--- src/rtl/vga_draw_pkg.sv ---
// ---------------------------------------------------------------------------
// vga_draw_pkg
// Shared constants and types for the VGA pixel-write arbiter slice.
//   MODE_FIXED / MODE_RR   : arbitration policy selectors
//   SCREEN_W_DEF/H_DEF     : default visible area (used by the clip option)
//   X_W_DEF/Y_W_DEF/...    : default vga_adapter coordinate/colour widths
//   arb_state_e            : arbiter FSM state encoding
// ---------------------------------------------------------------------------
package vga_draw_pkg;

    localparam int MODE_FIXED   = 0;
    localparam int MODE_RR      = 1;

    localparam int SCREEN_W_DEF = 320;
    localparam int SCREEN_H_DEF = 240;

    localparam int X_W_DEF      = 9;
    localparam int Y_W_DEF      = 8;
    localparam int COLOR_W_DEF  = 3;

    // owner index width covers up to 8 channels
    localparam int OWNER_W      = 3;
    localparam int CNT_W        = 16;

    typedef enum logic {
        ST_IDLE  = 1'b0,
        ST_GRANT = 1'b1
    } arb_state_e;

endpackage

--- src/rtl/vga_arb_pick.sv ---
// ---------------------------------------------------------------------------
// vga_arb_pick
// Combinational winner select for the pixel-write arbiter.
//   MODE_FIXED : lowest requesting index wins.
//   MODE_RR    : first requester at or after rr_ptr, wrapping modulo NUM_CH.
// Ports:
//   req         in  NUM_CH   per-channel request
//   rr_ptr      in  3        round-robin start index (ignored in fixed mode)
//   pick_onehot out NUM_CH   one-hot winner, all zero when nobody requests
//   pick_idx    out 3        winner index, 0 when nobody requests
// ---------------------------------------------------------------------------
module vga_arb_pick
    import vga_draw_pkg::*;
#(
    parameter int NUM_CH = 2,
    parameter int MODE   = MODE_FIXED
) (
    input  logic [NUM_CH-1:0]  req,
    input  logic [OWNER_W-1:0] rr_ptr,
    output logic [NUM_CH-1:0]  pick_onehot,
    output logic [OWNER_W-1:0] pick_idx
);

    always_comb begin
        int   cand;
        logic found;
        cand        = 0;
        found       = 1'b0;
        pick_onehot = '0;
        pick_idx    = '0;
        for (int k = 0; k < NUM_CH; k++) begin
            if (MODE == MODE_RR) begin
                cand = (int'(rr_ptr) + k) % NUM_CH;
            end else begin
                cand = k;
            end
            // compare against constant j so every select stays static
            for (int j = 0; j < NUM_CH; j++) begin
                if (!found && (j == cand) && req[j]) begin
                    found          = 1'b1;
                    pick_onehot[j] = 1'b1;
                    pick_idx       = OWNER_W'(j);
                end
            end
        end
    end

endmodule

--- src/rtl/vga_draw_arbiter.sv ---
// ---------------------------------------------------------------------------
// vga_draw_arbiter
// Registered, burst-locked N-channel pixel-write arbiter feeding vga_adapter.
// A client raises req, waits for its grant bit, then presents pixels with
// valid; each consumed pixel appears on plot/x/y/colour one cycle later.
// The burst ends when the owner drops req or after MAX_BURST pixels
// (0 = unlimited); one idle cycle always separates two grants.
//
// Optional build macro: VGA_DRAW_ARBITER_CLIP_EN
//   defined   : pixels outside SCREEN_W x SCREEN_H are consumed but not
//               plotted, and counted (saturating) in clip_count.
//   undefined : every consumed pixel is plotted, clip_count is 0.
//
// Ports:
//   clock, resetn        clock / asynchronous active-low reset
//   req, valid   [N]     per-channel request and pixel-present
//   x_in/y_in/color_in   packed per-channel pixel, channel i at [i*W +: W]
//   grant        [N]     one-hot owner
//   owner        [3]     owner index, 0 when idle
//   busy                 a grant is active
//   plot, x, y, colour   vga_adapter write port
//   clip_count   [16]    pixels dropped by clipping
// ---------------------------------------------------------------------------
module vga_draw_arbiter
    import vga_draw_pkg::*;
#(
    parameter int NUM_CH    = 2,
    parameter int X_W       = X_W_DEF,
    parameter int Y_W       = Y_W_DEF,
    parameter int COLOR_W   = COLOR_W_DEF,
    parameter int MODE      = MODE_FIXED,
    parameter int MAX_BURST = 0,
    parameter int SCREEN_W  = SCREEN_W_DEF,
    parameter int SCREEN_H  = SCREEN_H_DEF
) (
    input  logic                        clock,
    input  logic                        resetn,
    input  logic [NUM_CH-1:0]           req,
    input  logic [NUM_CH-1:0]           valid,
    input  logic [NUM_CH*X_W-1:0]       x_in,
    input  logic [NUM_CH*Y_W-1:0]       y_in,
    input  logic [NUM_CH*COLOR_W-1:0]   color_in,
    output logic [NUM_CH-1:0]           grant,
    output logic [OWNER_W-1:0]          owner,
    output logic                        busy,
    output logic                        plot,
    output logic [X_W-1:0]              x,
    output logic [Y_W-1:0]              y,
    output logic [COLOR_W-1:0]          colour,
    output logic [CNT_W-1:0]            clip_count
);

    if (NUM_CH < 2 || NUM_CH > 8 || MODE < MODE_FIXED || MODE > MODE_RR ||
        MAX_BURST < 0 || SCREEN_W < 1 || SCREEN_H < 1) begin : g_bad_cfg
        $error("vga_draw_arbiter: unsupported parameter set");
    end

    localparam logic [CNT_W-1:0] BURST_LIMIT = CNT_W'(MAX_BURST);

    function automatic logic [CNT_W-1:0] sat_inc(input logic [CNT_W-1:0] v);
        return (v == {CNT_W{1'b1}}) ? v : v + 1'b1;
    endfunction

    function automatic logic [OWNER_W-1:0] ptr_after(input logic [OWNER_W-1:0] p);
        return (int'(p) + 1 >= NUM_CH) ? '0 : p + 1'b1;
    endfunction

    arb_state_e           state, state_nxt;
    logic [NUM_CH-1:0]    grant_nxt;
    logic [OWNER_W-1:0]   owner_nxt;
    logic                 busy_nxt;
    logic                 plot_nxt;
    logic [X_W-1:0]       x_nxt;
    logic [Y_W-1:0]       y_nxt;
    logic [COLOR_W-1:0]   colour_nxt;
    logic [CNT_W-1:0]     burst_cnt, burst_cnt_nxt, burst_inc;
    logic [OWNER_W-1:0]   rr_ptr, rr_ptr_nxt;
    logic [NUM_CH-1:0]    pick_onehot;
    logic [OWNER_W-1:0]   pick_idx;

    logic                 consume;
    logic                 own_req;
    logic                 burst_hit;
    logic                 clip_hit;
    logic [X_W-1:0]       own_x;
    logic [Y_W-1:0]       own_y;
    logic [COLOR_W-1:0]   own_c;

    vga_arb_pick #(
        .NUM_CH (NUM_CH),
        .MODE   (MODE)
    ) u_pick (
        .req         (req),
        .rr_ptr      (rr_ptr),
        .pick_onehot (pick_onehot),
        .pick_idx    (pick_idx)
    );

    // grant is all-zero outside GRANT, so these are naturally gated by state
    assign consume   = |(grant & valid);
    assign own_req   = |(grant & req);
    assign burst_inc = sat_inc(burst_cnt);
    assign burst_hit = (MAX_BURST != 0) && consume && (burst_inc >= BURST_LIMIT);

    // one-hot OR mux of the owner's pixel
    always_comb begin
        own_x = '0;
        own_y = '0;
        own_c = '0;
        for (int i = 0; i < NUM_CH; i++) begin
            if (grant[i]) begin
                own_x = own_x | x_in[i*X_W +: X_W];
                own_y = own_y | y_in[i*Y_W +: Y_W];
                own_c = own_c | color_in[i*COLOR_W +: COLOR_W];
            end
        end
    end

`ifdef VGA_DRAW_ARBITER_CLIP_EN
    localparam logic [X_W:0] X_LIM = (X_W+1)'(SCREEN_W);
    localparam logic [Y_W:0] Y_LIM = (Y_W+1)'(SCREEN_H);

    assign clip_hit = consume &&
                      (({1'b0, own_x} >= X_LIM) || ({1'b0, own_y} >= Y_LIM));

    always_ff @(posedge clock or negedge resetn) begin
        if (!resetn) begin
            clip_count <= '0;
        end else if (clip_hit) begin
            clip_count <= sat_inc(clip_count);
        end
    end
`else
    assign clip_hit   = 1'b0;
    assign clip_count = '0;
`endif

    always_comb begin
        state_nxt     = state;
        grant_nxt     = grant;
        owner_nxt     = owner;
        busy_nxt      = busy;
        plot_nxt      = 1'b0;
        x_nxt         = x;
        y_nxt         = y;
        colour_nxt    = colour;
        burst_cnt_nxt = burst_cnt;
        rr_ptr_nxt    = rr_ptr;
        case (state)
            ST_IDLE: begin
                if (|req) begin
                    state_nxt     = ST_GRANT;
                    grant_nxt     = pick_onehot;
                    owner_nxt     = pick_idx;
                    busy_nxt      = 1'b1;
                    burst_cnt_nxt = '0;
                end
            end
            ST_GRANT: begin
                if (consume) begin
                    burst_cnt_nxt = burst_inc;
                    plot_nxt      = !clip_hit;
                    if (!clip_hit) begin
                        x_nxt      = own_x;
                        y_nxt      = own_y;
                        colour_nxt = own_c;
                    end
                end
                // a pixel consumed on the exit cycle is still plotted above
                if (!own_req || burst_hit) begin
                    state_nxt = ST_IDLE;
                    grant_nxt = '0;
                    owner_nxt = '0;
                    busy_nxt  = 1'b0;
                    if (MODE == MODE_RR) begin
                        rr_ptr_nxt = ptr_after(owner);
                    end
                end
            end
            default: begin
                state_nxt = ST_IDLE;
            end
        endcase
    end

    // stage p0 -> p1: arbitration decision and pixel register
    always_ff @(posedge clock or negedge resetn) begin
        if (!resetn) begin
            state     <= ST_IDLE;
            grant     <= '0;
            owner     <= '0;
            busy      <= 1'b0;
            plot      <= 1'b0;
            x         <= '0;
            y         <= '0;
            colour    <= '0;
            burst_cnt <= '0;
            rr_ptr    <= '0;
        end else begin
            state     <= state_nxt;
            grant     <= grant_nxt;
            owner     <= owner_nxt;
            busy      <= busy_nxt;
            plot      <= plot_nxt;
            x         <= x_nxt;
            y         <= y_nxt;
            colour    <= colour_nxt;
            burst_cnt <= burst_cnt_nxt;
            rr_ptr    <= rr_ptr_nxt;
        end
    end

endmodule

--- config.mk ---
export PLATFORM = sky130hd
export DESIGN_NAME = vga_draw_arbiter
export DESIGN_NICKNAME = d
export VERILOG_FILES = /design/src/rtl/vga_draw_pkg.sv /design/src/rtl/vga_arb_pick.sv /design/src/rtl/vga_draw_arbiter.sv
export SDC_FILE = /design/constraint.sdc
export NUM_CORES = 1
export LEC_CHECK = 0
export CORE_MARGIN = 3
export CORE_UTILIZATION = 39
export CTS_CLUSTER_SIZE = 24
export DETAILED_ROUTE_END_ITERATION = 8
export PLACE_DENSITY = 0.9
export SYNTH_ARGS = -nofsm -noshare
export SYNTH_HDL_FRONTEND = slang
export SYNTH_HIERARCHICAL = 1
export SYNTH_SLANG_ARGS = --single-unit
--- constraint.sdc ---
create_clock -name clock -period 1.9 [get_ports clock]
set_clock_uncertainty 0.2 [all_clocks]
set_input_delay 0.38 -clock clock [delete_from_list [all_inputs] [get_ports clock]]
set_output_delay 0.38 -clock clock [all_outputs]
set_load 0.02 [all_outputs]
[Word-level counts from Yosys, hierarchy flattened]
Cells that the tools add are included.
Word-level totals
  register bits: 28
  input port bits: 46
  logic and storage cells: 46
Operators by class
  equality and inequality tests: 2
  mux-type cells: 23
  bitwise logic cells: 6
  reduce and logical (&&, ||, !) cells: 7
Operators with widths (count)
  9-bit 2-to-1 mux: 2
  8-bit 2-to-1 mux: 2
  3-bit 2-to-1 mux: 4
  1-bit 2-to-1 mux: 9
  9-bit bitwise OR: 1
  8-bit bitwise OR: 1
  3-bit case mux with 2 select lines: 1
  2-bit OR reduction: 3
  2-bit AND: 2
  2-bit 2-to-1 mux: 2
  2-bit != test, second input constant: 2
  1-bit case mux with 2 select lines: 2
  2-bit case mux with 2 select lines: 1
  2-bit AND reduction: 2
  3-bit bitwise OR: 1
  1-bit logical AND: 1
  1-bit zero test: 1
  1-bit inverter: 1

[Depth between registers and ports, before layout]
Gate-level depths: netlist of the first run.
  depth in word-level cells: 6
  depth in mapped cells: 4
  depth with buffers taken out: 3

[Cells and area by module]
The synthesis of the first run kept the hierarchy.
By module, submodules not included
  vga_draw_arbiter: times used 1, cells an instance 143, area an instance 1589.0 µm², sequential area each 700.7 µm²
  vga_arb_pick: times used 1, cells an instance 6, area an instance 47.5 µm², sequential area each 0.0 µm²

[Worst setup path before layout of the first run]
OpenSTA, ideal clock, no wires.
  path type: reg-to-reg
  start point: register grant[0]
  end point: register y[0]
  setup time: 0.130 ns
  arrival time: 1.110 ns
  slack: 0.460 ns
  stages on the path, launching flop included: 5
  cell sequence: dfrtp_1 a22o_4 buf_12 a21oi_2 a31oi_1
On the way
  cells in the longest elaborated chain, start to end: 3
  elaborated cells on any way between the ends: 6
  classes of those cells: mux (2); bitwise (2); reduce/logical (2)
Ends and longest elaborated chain
  from (decl): RTL line vga_draw_arbiter.sv:43  | output logic [NUM_CH-1:0] grant,
  from (signal assigned): RTL line vga_draw_arbiter.sv:201  | grant <= grant_nxt;
  8-bit 2-to-1 mux or 2-bit AND (tied branches): RTL line vga_draw_arbiter.sv:111, vga_draw_arbiter.sv:100
  8-bit bitwise OR or 2-bit OR reduction (tied branches): RTL line vga_draw_arbiter.sv:113, vga_draw_arbiter.sv:100
  8-bit 2-to-1 mux or 2-bit AND reduction (tied branches)
  to (signal assigned): RTL line vga_draw_arbiter.sv:206  | y <= y_nxt;
  to (decl): RTL line vga_draw_arbiter.sv:48  | output logic [Y_W-1:0] y,
Several ways; a longest one is shown, not always the timed one.
A chain may end at the register's enable or synchronous reset.

[Worst setup path in the final report of the first run]
  start point: register y[2]
  end point: output y[2]
No word-level cell between the ends.

==> impl_metrics.csv, run 1 <==
group,metric,value,unit
outcome,outcome,"finished, final reports clean",
power,clockPowerShare,12.4,%
die,die_area,0.005010,sq mm
global_route,grt_pass1_wl,6072,microns
finish,final_cell_mix,"clkdlybuf4s50_1 (64), dfrtp_1 (27), a31oi_1 (21), a22oi_1 (20), a21oi_2 (19)",
finish,layout_commonest_cell,"clkdlybuf4s50_1",
timing,clock.fmax,537.5,MHz
worst_setup_path,endpoint_kind,"primary output",
placed_design,dp_slack,-0.01757,ns
synthesis,syn_area,0.001637,sq mm
worst_setup_path,worstPathRequired,1.32,ns
synthesis,ys_ff_latch,28,
power,finalPower,3.762,mW
clocking,clk_latency,0.26,ns
worst_setup_path,critPathTopFamily,"buffers and inverters",
clocking,cts_sinks,28,
placed_design,postPlaceCellArea,0.002267,sq mm
route,drtIter0Drc,75,
synthesis,syn_inst,149,
flow_run,maxCapViolCount,0,
clocking,post-cts-setup-buffer-count,0,
timing,slew_violations,0,
die,die_h,70.78,microns
worst_setup_path,r2r_setup_slack,0.26,ns
clocking,clkSlewWorstSetupHoldPaths,0.10,ns
worst_setup_path,criticalPathCategory,"flip-flop to primary output",
worst_setup_path,worst_ep_arrival_time,1.28,ns
timing,slew_headroom,66.15,%
synthesis,ys_warn_count,6,
worst_setup_path,slowest_stage,"clkdlybuf4s50_1",
power,power-per-cell-area,1598,mW/mm^2
clocking,cts_buffers,3,
finish,layoutNonFillerInstCount,265,
timing,period_needed,1.860,ns
synthesis,synth-simple-area-share,2.446,%
timing,fin_ws,0.03970,ns
worst_setup_path,cp_num_buf_inv,1,
placed_design,dpl.hpwl,2883,microns
finish,fillCellCount,328,
finish,syn_to_final_growth,43.88,%
timing,rsz0062_at_grt,"false",
power,leakagePower,0.9996,nW
route,drtAntennaViolNets,0,
power,comb_power_share,58.4,%
worst_setup_path,start_kind,"flip-flop",
die,start_util,42.47,%
global_route,grt_busiest_layer,"met2",
finish,antenna_cells,0,
timing,hold_violations,0,
power,power_switching_share,42.22,%
route,drc,0,
synthesis,seq_area_frac_synth,42.81,%
die,floorplan.io_pins,89,
finish,final_nets,264,
placed_design,port_buffers,72,
global_route,grt_pass1_vias,1302,
synthesis,synth_fa_ha_area_share,0,%
hold_path,hold_path_class,"primary input to async pin",
worst_setup_path,cp_cell_sequence,"clkdlybuf4s50_1",
finish,fin_area,0.002355,sq mm
clocking,cts_max_path_buffers,2,
synthesis,syn_area_per_cell,10.98,sq um
global_route,grt-ovfl-total,0,
clocking,postCtsHoldBufs,0,
timing,holdWs,0.2779,ns
clocking,tritoncts,"done",
clocking,cts_htree_levels,1,
placed_design,dp.cells,261,
synthesis,synth_mux_area_share,1.835,%
global_route,antenna_found_initial,0,
global_route,grt_util_met3,4.261,%
route,vias_per_cell,5.166,
synthesis,synth_compound_area_share,34.71,%
power,switchingPower,1.589,mW
global_route,use_met1,18.62,%
route,vias,1369,
timing,tns,0,ns
global_route,grt_usage,14.85,%
synthesis,ys_types,27,
timing,finalSetupViolCount,0,
placed_design,gp_congestion,0.7140,
global_route,grt_start_max_net_pins,42,
synthesis,synthXorXnorAreaFrac,0,%
die,core_area,0.003854,sq mm
worst_setup_path,max_stage_delay,0.62,ns
route,routed_wl,3858,microns
route,drtPass1Iterations,4,
power,p_int,2.174,mW
clocking,clock-root-buffer,"clkbuf_8",
finish,drive_above_1_share,17.51,%
finish,utilization,61.10,%
worst_setup_path,cp_max_fo,2,
power,seqPwrFrac,29.2,%
route,routedWlPerCell,14.56,microns
die,die_w,70.78,microns
power,vdd_drop_max,0.0005506,V
timing,fin_crit_sh,97.91,%
synthesis,synth_top_family_by_area,"compound AO/OA/AOI/OAI gates",
die,rows,22,
global_route,grt_use_met2,25.44,%
timing,tightest_slew,0.5077,ns
[worst reg2reg max path: stages, from the launching register on]
cell and delay, ns:
dfrtp_1 0.37, buf_4 0.23, a22o_4 0.48, a21oi_1 0.15, a31oi_2 0.15
[cell type report]
class	count	area [sq um]	area share, %
repair buffers	81	804.5	34.17
multi-input cells	101	705.7	29.97
flip-flops and latches	28	701.9	29.81
well taps	48	60.06	2.550
clock buffers	3	41.29	1.753
clock inverters	1	30.03	1.275
inverters	3	11.26	0.4782
[state kept, by name, indices dropped and copies added, names as in the netlist]
signal / cells
y: 8
owner: 3
plot: 1
colour: 3
state: 1
busy: 1
grant: 2
x: 9
[cell families (layout without fill, tap and decap cells)]
| group | after synthesis | count (layout) |
|---|---|---|
| AO/OA/AOI/OAI | 73 | 73 |
| buffers and inverters | 36 | 88 |
| flip-flops | 28 | 28 |
| multiplexers | 3 | 3 |
| other | 2 | 18 |
| AND/OR/NAND/NOR | 7 | 7 |
[layer usage]
metal / part of all wire, % / vias up
li1: - / 657
met1: 43 / 638
met2: 47 / 72
met3: 9.6 / 2
met4: 0.34 / 0
met5: 0 / -
[path summary, 6_finish.rpt]
path,start,to,cells past startpoint
max,y[2]$_DFFE_PN0P_,y[2],1
min,resetn,y[5]$_DFFE_PN0P_,2
max reg2reg,grant[1]$_DFFE_PN0P_,y[7]$_DFFE_PN0P_,4
min reg2reg,owner[2]$_DFFE_PN0P_,owner[2]$_DFFE_PN0P_,1
max in group asynchronous,resetn,state$_DFF_PN0_,2
min in group clock,owner[2]$_DFFE_PN0P_,owner[2]$_DFFE_PN0P_,1
[Yosys cell counts]
cell type  count  area [sq um]
a21boi_0       1         7.510
a21boi_1       1         7.510
a21oi_1        1         5.000
a21oi_2       19         166.4
a22o_1         2         17.52
a22o_4         1         17.52
a22oi_1       20         150.1
a31oi_1       21         131.4
a31oi_2        1         12.51
buf_12         2         40.04
buf_2          6         30.03
buf_4         20         150.1
buf_6          4         45.04
clkbuf_8       1         13.76
conb_1         2         7.510
dfrtp_1       28         700.7
inv_1          3         11.26
mux2i_1        3         30.03
nand2_1        3         11.26
nand3_1        1         5.000
nor2_1         1         3.750
nor2_2         1         6.260
nor2b_4        1         13.76
o211ai_1       1         7.510
o21ba_2        1         10.01
o221ai_1       1         8.760
o2bb2ai_1      3         26.28
[timing repair]
action,CTS,global route
pin swaps,0,0
endpoints found under the setup margin,1,7
resized for setup,1,7
[power groups by stage]
| stage | Clock, mW | Sequential [mW] | Combinational [mW] |
|---|---|---|---|
| floorplan | 0 | 1.46 | 1.15 |
| global placement | 0 | 1.10 | 2.19 |
| detailed placement | 0 | 1.11 | 2.23 |
| CTS | 0.479 | 1.10 | 2.23 |
| global route | 0.506 | 1.14 | 2.36 |
| finish | 0.465 | 1.10 | 2.20 |
No activity file was read; power rests on OpenSTA's default activity.
==> run 2: changes to the inputs <==
Settings changed: SKIP_CTS_REPAIR_TIMING from default to 1, SKIP_LAST_GASP from default to 1, SLEW_MARGIN from default to 20.
==> run 2 against run 1 <==
  * Global-route usage unchanged
  * Final cell count is the same
  * Via count about the same
  * Critical path depth is the same
  * Wire length about the same
  * Sequential share of layout area is essentially flat
  * Critical path type unchanged
  * Largest cell class unchanged
==> impl_metrics.csv, run 2 (synthesis gave the netlist of run 1 again) <==
group,metric,value,unit
timing,fin_crit_sh,97.91,%
timing,tightest_slew,0.5076,ns
power,vdd_drop_max,0.0005516,V
route,vias,1370,
hold_path,hold_path_class,"primary input to async pin",
route,routed_wl,3859,microns
worst_setup_path,r2r_cells,4,
global_route,antenna_found_initial,0,
worst_setup_path,criticalPathCategory,"flip-flop to primary output",
finish,reg_top3,"x x9, y x8",
worst_setup_path,max_stage_delay,0.62,ns
finish,antenna_cells,0,
route,drtAntennaViolNets,0,
clocking,cts_max_path_buffers,2,
global_route,grt_pass1_wl,6072,microns
timing,rsz0062_at_grt,"false",
finish,final_cell_mix,"clkdlybuf4s50_1 (64), dfrtp_1 (27), a31oi_1 (21), a22oi_1 (20), a21oi_2 (19)",
worst_setup_path,cp_max_fo,2,
worst_setup_path,worst_ep_arrival_time,1.28,ns
worst_setup_path,r2r_setup_slack,0.26,ns
clocking,clock-root-buffer,"clkbuf_8",
finish,syn_to_final_growth,44.11,%
timing,clock.fmax,537.5,MHz
clocking,clkSlewWorstSetupHoldPaths,0.10,ns
die,core_area,0.003854,sq mm
finish,drive_above_1_share,17.51,%
finish,final_nets,264,
placed_design,port_buffers,72,
clocking,clk_latency,0.26,ns
worst_setup_path,cp_cell_sequence,"clkdlybuf4s50_1",
global_route,grt-ovfl-total,0,
timing,period_needed,1.860,ns
flow_run,maxCapViolCount,0,
placed_design,dpl.hpwl,2883,microns
die,die_w,70.78,microns
global_route,grt_usage,14.85,%
die,die_h,70.78,microns
clocking,cts_buffers,3,
finish,fillCellCount,328,
die,die_area,0.005010,sq mm
placed_design,dp.cells,261,
placed_design,gp_congestion,0.7140,
worst_setup_path,r2r_start,"grant[1]$_DFFE_PN0P_",
worst_setup_path,start_kind,"flip-flop",
die,start_util,42.47,%
worst_setup_path,slowest_stage,"clkdlybuf4s50_1",
die,floorplan.io_pins,89,
route,drtIter0Drc,75,
route,drc,0,
die,rows,22,
clocking,tritoncts,"done",
finish,layout_commonest_cell,"clkdlybuf4s50_1",
global_route,grt_start_max_net_pins,42,
clocking,cts_sinks,28,
timing,slew_headroom,66.16,%
finish,layoutNonFillerInstCount,265,
worst_setup_path,r2r-end,"y[7]$_DFFE_PN0P_",
route,routedWlPerCell,14.56,microns
timing,tns,0,ns
timing,hold_violations,0,
route,drtPass1Iterations,4,
worst_setup_path,worstPathRequired,1.32,ns
placed_design,postPlaceCellArea,0.002267,sq mm
timing,finalSetupViolCount,0,
power,leakagePower,1.010,nW
power,finalPower,3.768,mW
power,power-per-cell-area,1598,mW/mm^2
global_route,grt_pass1_vias,1302,
finish,largest_register,"x",
finish,utilization,61.20,%
clocking,cts_htree_levels,1,
route,vias_per_cell,5.170,
worst_setup_path,critPathTopFamily,"buffers and inverters",
timing,slew_violations,0,
finish,largest_reg_flops,9,
outcome,outcome,"finished, final reports clean",
worst_setup_path,endpoint_kind,"primary output",
finish,fin_area,0.002359,sq mm
worst_setup_path,cp_num_buf_inv,1,
[run 2: cell types whose count changed in the layout (fill, tap and decap cells not counted), sizes merged]
cell and delta:
dlygate4sd2 -1, dlymetal6s2s +1
[run 2: worst max-delay path by stage]
| stage | from | to | slack [ns] | cells past startpoint |
|---|---|---|---|---|
| floorplan | grant[0]$_DFFE_PN0P_ | y[0]$_DFFE_PN0P_ | 0.46 | 4 |
| global placement | valid[0] | y[7]$_DFFE_PN0P_ | -0.0006 | 4 |
| detailed placement | valid[0] | y[7]$_DFFE_PN0P_ | -0.02 | 4 |
| CTS | grant[0]$_DFFE_PN0P_ | grant[0] | -0.02 | 1 |
| global route | y[2]$_DFFE_PN0P_ | y[2] | 0.0005 | 1 |
| finish | y[2]$_DFFE_PN0P_ | y[2] | 0.04 | 1 |
[run 2: worst register-to-register path, stage by stage, from the launching register on]
cell and delay [ns]:
dfrtp_1 0.37, buf_4 0.23, a22o_4 0.48, a21oi_1 0.15
a31oi_2 0.15
[run 2: power breakdown]
| part | switching (mW) | internal, mW | leakage [nW] |
|---|---|---|---|
| sequential | 0.208 | 0.892 | 0.331 |
| combinational | 1.20 | 1.00 | 0.643 |
| clock | 0.183 | 0.282 | 0.0357 |
| total | 1.59 | 2.18 | 1.01 |
[run 2: per-layer routing]
layer  routed length, microns  global-route usage, %
met5                        0                      0
met4                       13                  3.132
met2                     1817                  25.44
met3                      365                  4.261
met1                     1662                  18.62
[run 2: area by class of cell]
cell class / count / area [sq um] / area share, %
clock inverter: 1 / 30.03 / 1.273
inverter: 3 / 11.26 / 0.4775
sequential: 28 / 701.9 / 29.76
tap: 48 / 60.06 / 2.546
multi-input combinational: 101 / 705.7 / 29.92
clock buffer: 3 / 41.29 / 1.751
timing repair buffer: 81 / 808.3 / 34.27
[run 2: through the flow]
| step | setup WS, ns | hold slack [ns] |
|---|---|---|
| global placement | -0.0005929 | 0.3003 |
| finish | 0.03970 | 0.2780 |
| global route | 0.0004962 | 0.3086 |
| CTS | -0.01914 | 0.2918 |
| detailed placement | -0.01757 | 0.3101 |
| floorplan | 0.4603 | -0.1156 |
==> run 3: changes to the inputs <==
Clock period 1.9 ns to 1.8 ns, I/O delays scaled along.
==> run 3 against run 2 <==
  * Critical endpoint is now plot
  * Register-to-register slack lost 0.10 ns
  * Count of clock-buffer cells in the layout increased by 1
  * Largest power group unchanged
  * Critical path type unchanged
  * Critical path depth stayed put
  * Die area unchanged
  * Largest cell class unchanged
  * Design area rose by 2.0%
  * Non-clock buffer count shrank 1
  * Global-route usage decreased by 0.77 points
  * Sequential cell count stayed put
  * Combinational power is 5% higher
==> impl_metrics.csv, run 3 (synthesis gave the netlist of run 1 again) <==
group,metric,value,unit
global_route,antenna_found_initial,0,
finish,final_nets,263,
timing,slew_headroom,65.82,%
timing,finalSetupViolCount,0,
route,vias,1359,
global_route,grt_pass1_vias,1322,
die,die_w,70.78,microns
die,die_h,70.78,microns
route,drc,0,
placed_design,dpl.hpwl,2715,microns
route,drtAntennaViolNets,0,
power,vdd_drop_max,0.0006839,V
clocking,clkSlewWorstSetupHoldPaths,0.09,ns
global_route,grt-ovfl-total,0,
clocking,cts_buffers,3,
finish,antenna_cells,0,
worst_setup_path,criticalPathCategory,"flip-flop to primary output",
worst_setup_path,worstPathRequired,1.24,ns
power,power-per-cell-area,1597,mW/mm^2
finish,reg_top3,"x x9, y x8",
outcome,outcome,"finished, final reports clean",
timing,fin_crit_sh,96.94,%
finish,layout_commonest_cell,"clkdlybuf4s50_1",
worst_setup_path,r2r_setup_slack,0.16,ns
worst_setup_path,r2r_start,"grant[1]$_DFFE_PN0P_",
worst_setup_path,slowest_stage,"clkdlybuf4s50_1",
die,start_util,42.47,%
worst_setup_path,cp_num_buf_inv,1,
route,drtIter0Drc,51,
timing,tightest_slew,0.5127,ns
clocking,cts_htree_levels,1,
global_route,grt_start_max_net_pins,42,
placed_design,gp_congestion,0.7256,
die,rows,22,
timing,period_needed,1.745,ns
clocking,clock-root-buffer,"clkbuf_8",
timing,rsz0062_at_grt,"false",
die,die_area,0.005010,sq mm
finish,largest_reg_flops,9,
worst_setup_path,start_kind,"flip-flop",
finish,drive_above_1_share,17.13,%
route,routed_wl,3715,microns
placed_design,port_buffers,72,
die,floorplan.io_pins,89,
placed_design,dp_slack,-0.1173,ns
route,wl_met2,1632,microns
hold_path,hold_path_class,"primary input to async pin",
worst_setup_path,r2r_cells,4,
clocking,clk_latency,0.27,ns
finish,syn_to_final_growth,46.94,%
power,leakagePower,1.177,nW
timing,holdWs,0.2688,ns
die,core_area,0.003854,sq mm
finish,final_cell_mix,"clkdlybuf4s50_1 (46), dfrtp_1 (27), dlymetal6s2s_1 (26), a31oi_1 (21), a22oi_1 (20)",
route,routedWlPerCell,14.07,microns
worst_setup_path,cp_max_fo,1,
route,wl_met1,1691,microns
clocking,cts_sinks,28,
worst_setup_path,endpoint_kind,"primary output",
worst_setup_path,cp_cell_sequence,"clkdlybuf4s50_1",
worst_setup_path,r2r-end,"y[7]$_DFFE_PN0P_",
route,highest_layer,"met4",
route,drtPass1Iterations,4,
global_route,grt_pass1_wl,5851,microns
clocking,cts_max_path_buffers,2,
power,finalPower,3.841,mW
timing,hold_violations,0,
timing,slew_violations,0,
flow_run,maxCapViolCount,0,
clocking,tritoncts,"done",
global_route,grt_usage,14.08,%
timing,clock.fmax,573.1,MHz
timing,fin_ws,0.05507,ns
worst_setup_path,worst_ep_arrival_time,1.18,ns
route,vias_per_cell,5.148,
timing,tns,0,ns
worst_setup_path,max_stage_delay,0.59,ns
finish,largest_register,"x",
worst_setup_path,critPathTopFamily,"buffers and inverters",
route,dr_wl_met3,380,microns
-- run 3: cell count changes in the layout (fill, tap and decap cells not counted), sizes merged --
cell	previous run	this run
dlymetal6s2s	8	26
clkdlybuf4s50	64	46
buf	9	8
bufinv	1	0
clkbuf	3	4
-- run 3: layout make-up --
| class | instances | area, sq um |
|---|---|---|
| Inverter | 3 | 11.26 |
| Clock buffer | 4 | 55.05 |
| Sequential cell | 28 | 701.9 |
| Multi-Input combinational cell | 101 | 705.7 |
| Fill cell | 365 | 1449 |
| Timing Repair Buffer | 80 | 870.8 |
| Tap cell | 48 | 60.06 |
-- run 3: worst max-delay path by stage --
stage                                     from  slack, ns  cells after the start                to
final                           plot$_DFF_PN0_       0.06                      1              plot
after global routing            plot$_DFF_PN0_       0.01                      1              plot
after CTS                 grant[0]$_DFFE_PN0P_       -0.1                      1          grant[0]
after detailed placement              valid[0]      -0.12                      4  y[7]$_DFFE_PN0P_
after global placement                valid[0]      -0.08                      4  y[7]$_DFFE_PN0P_
after floorplan           grant[0]$_DFFE_PN0P_       0.36                      4  y[0]$_DFFE_PN0P_
-- run 3: stage by stage --
| stage | area (sq um) | utilization, % | std cells |
|---|---|---|---|
| floorplan | 1697 | - | 165 |
| global placement | 2285 | 59.29 | 260 |
| detailed placement | 2285 | 59.29 | 260 |
| CTS | 2340 | 60.71 | 264 |
| global route | 2405 | 62.40 | 264 |
| finish | 2405 | 62.40 | 264 |
-- run 3: where the power goes --
part           switching [mW]  internal (mW)  total, mW  leakage, nW
combinational            1.26           1.05       2.31        0.817
clock                   0.183          0.195      0.379       0.0288
sequential              0.215          0.942       1.16        0.331
-- run 3: routing by layer --
metal  vias up  track usage, %
met2        69           25.13
met4         0           2.505
met3         2           4.119
met5         -               0
li1        659               -
met1       629           16.95
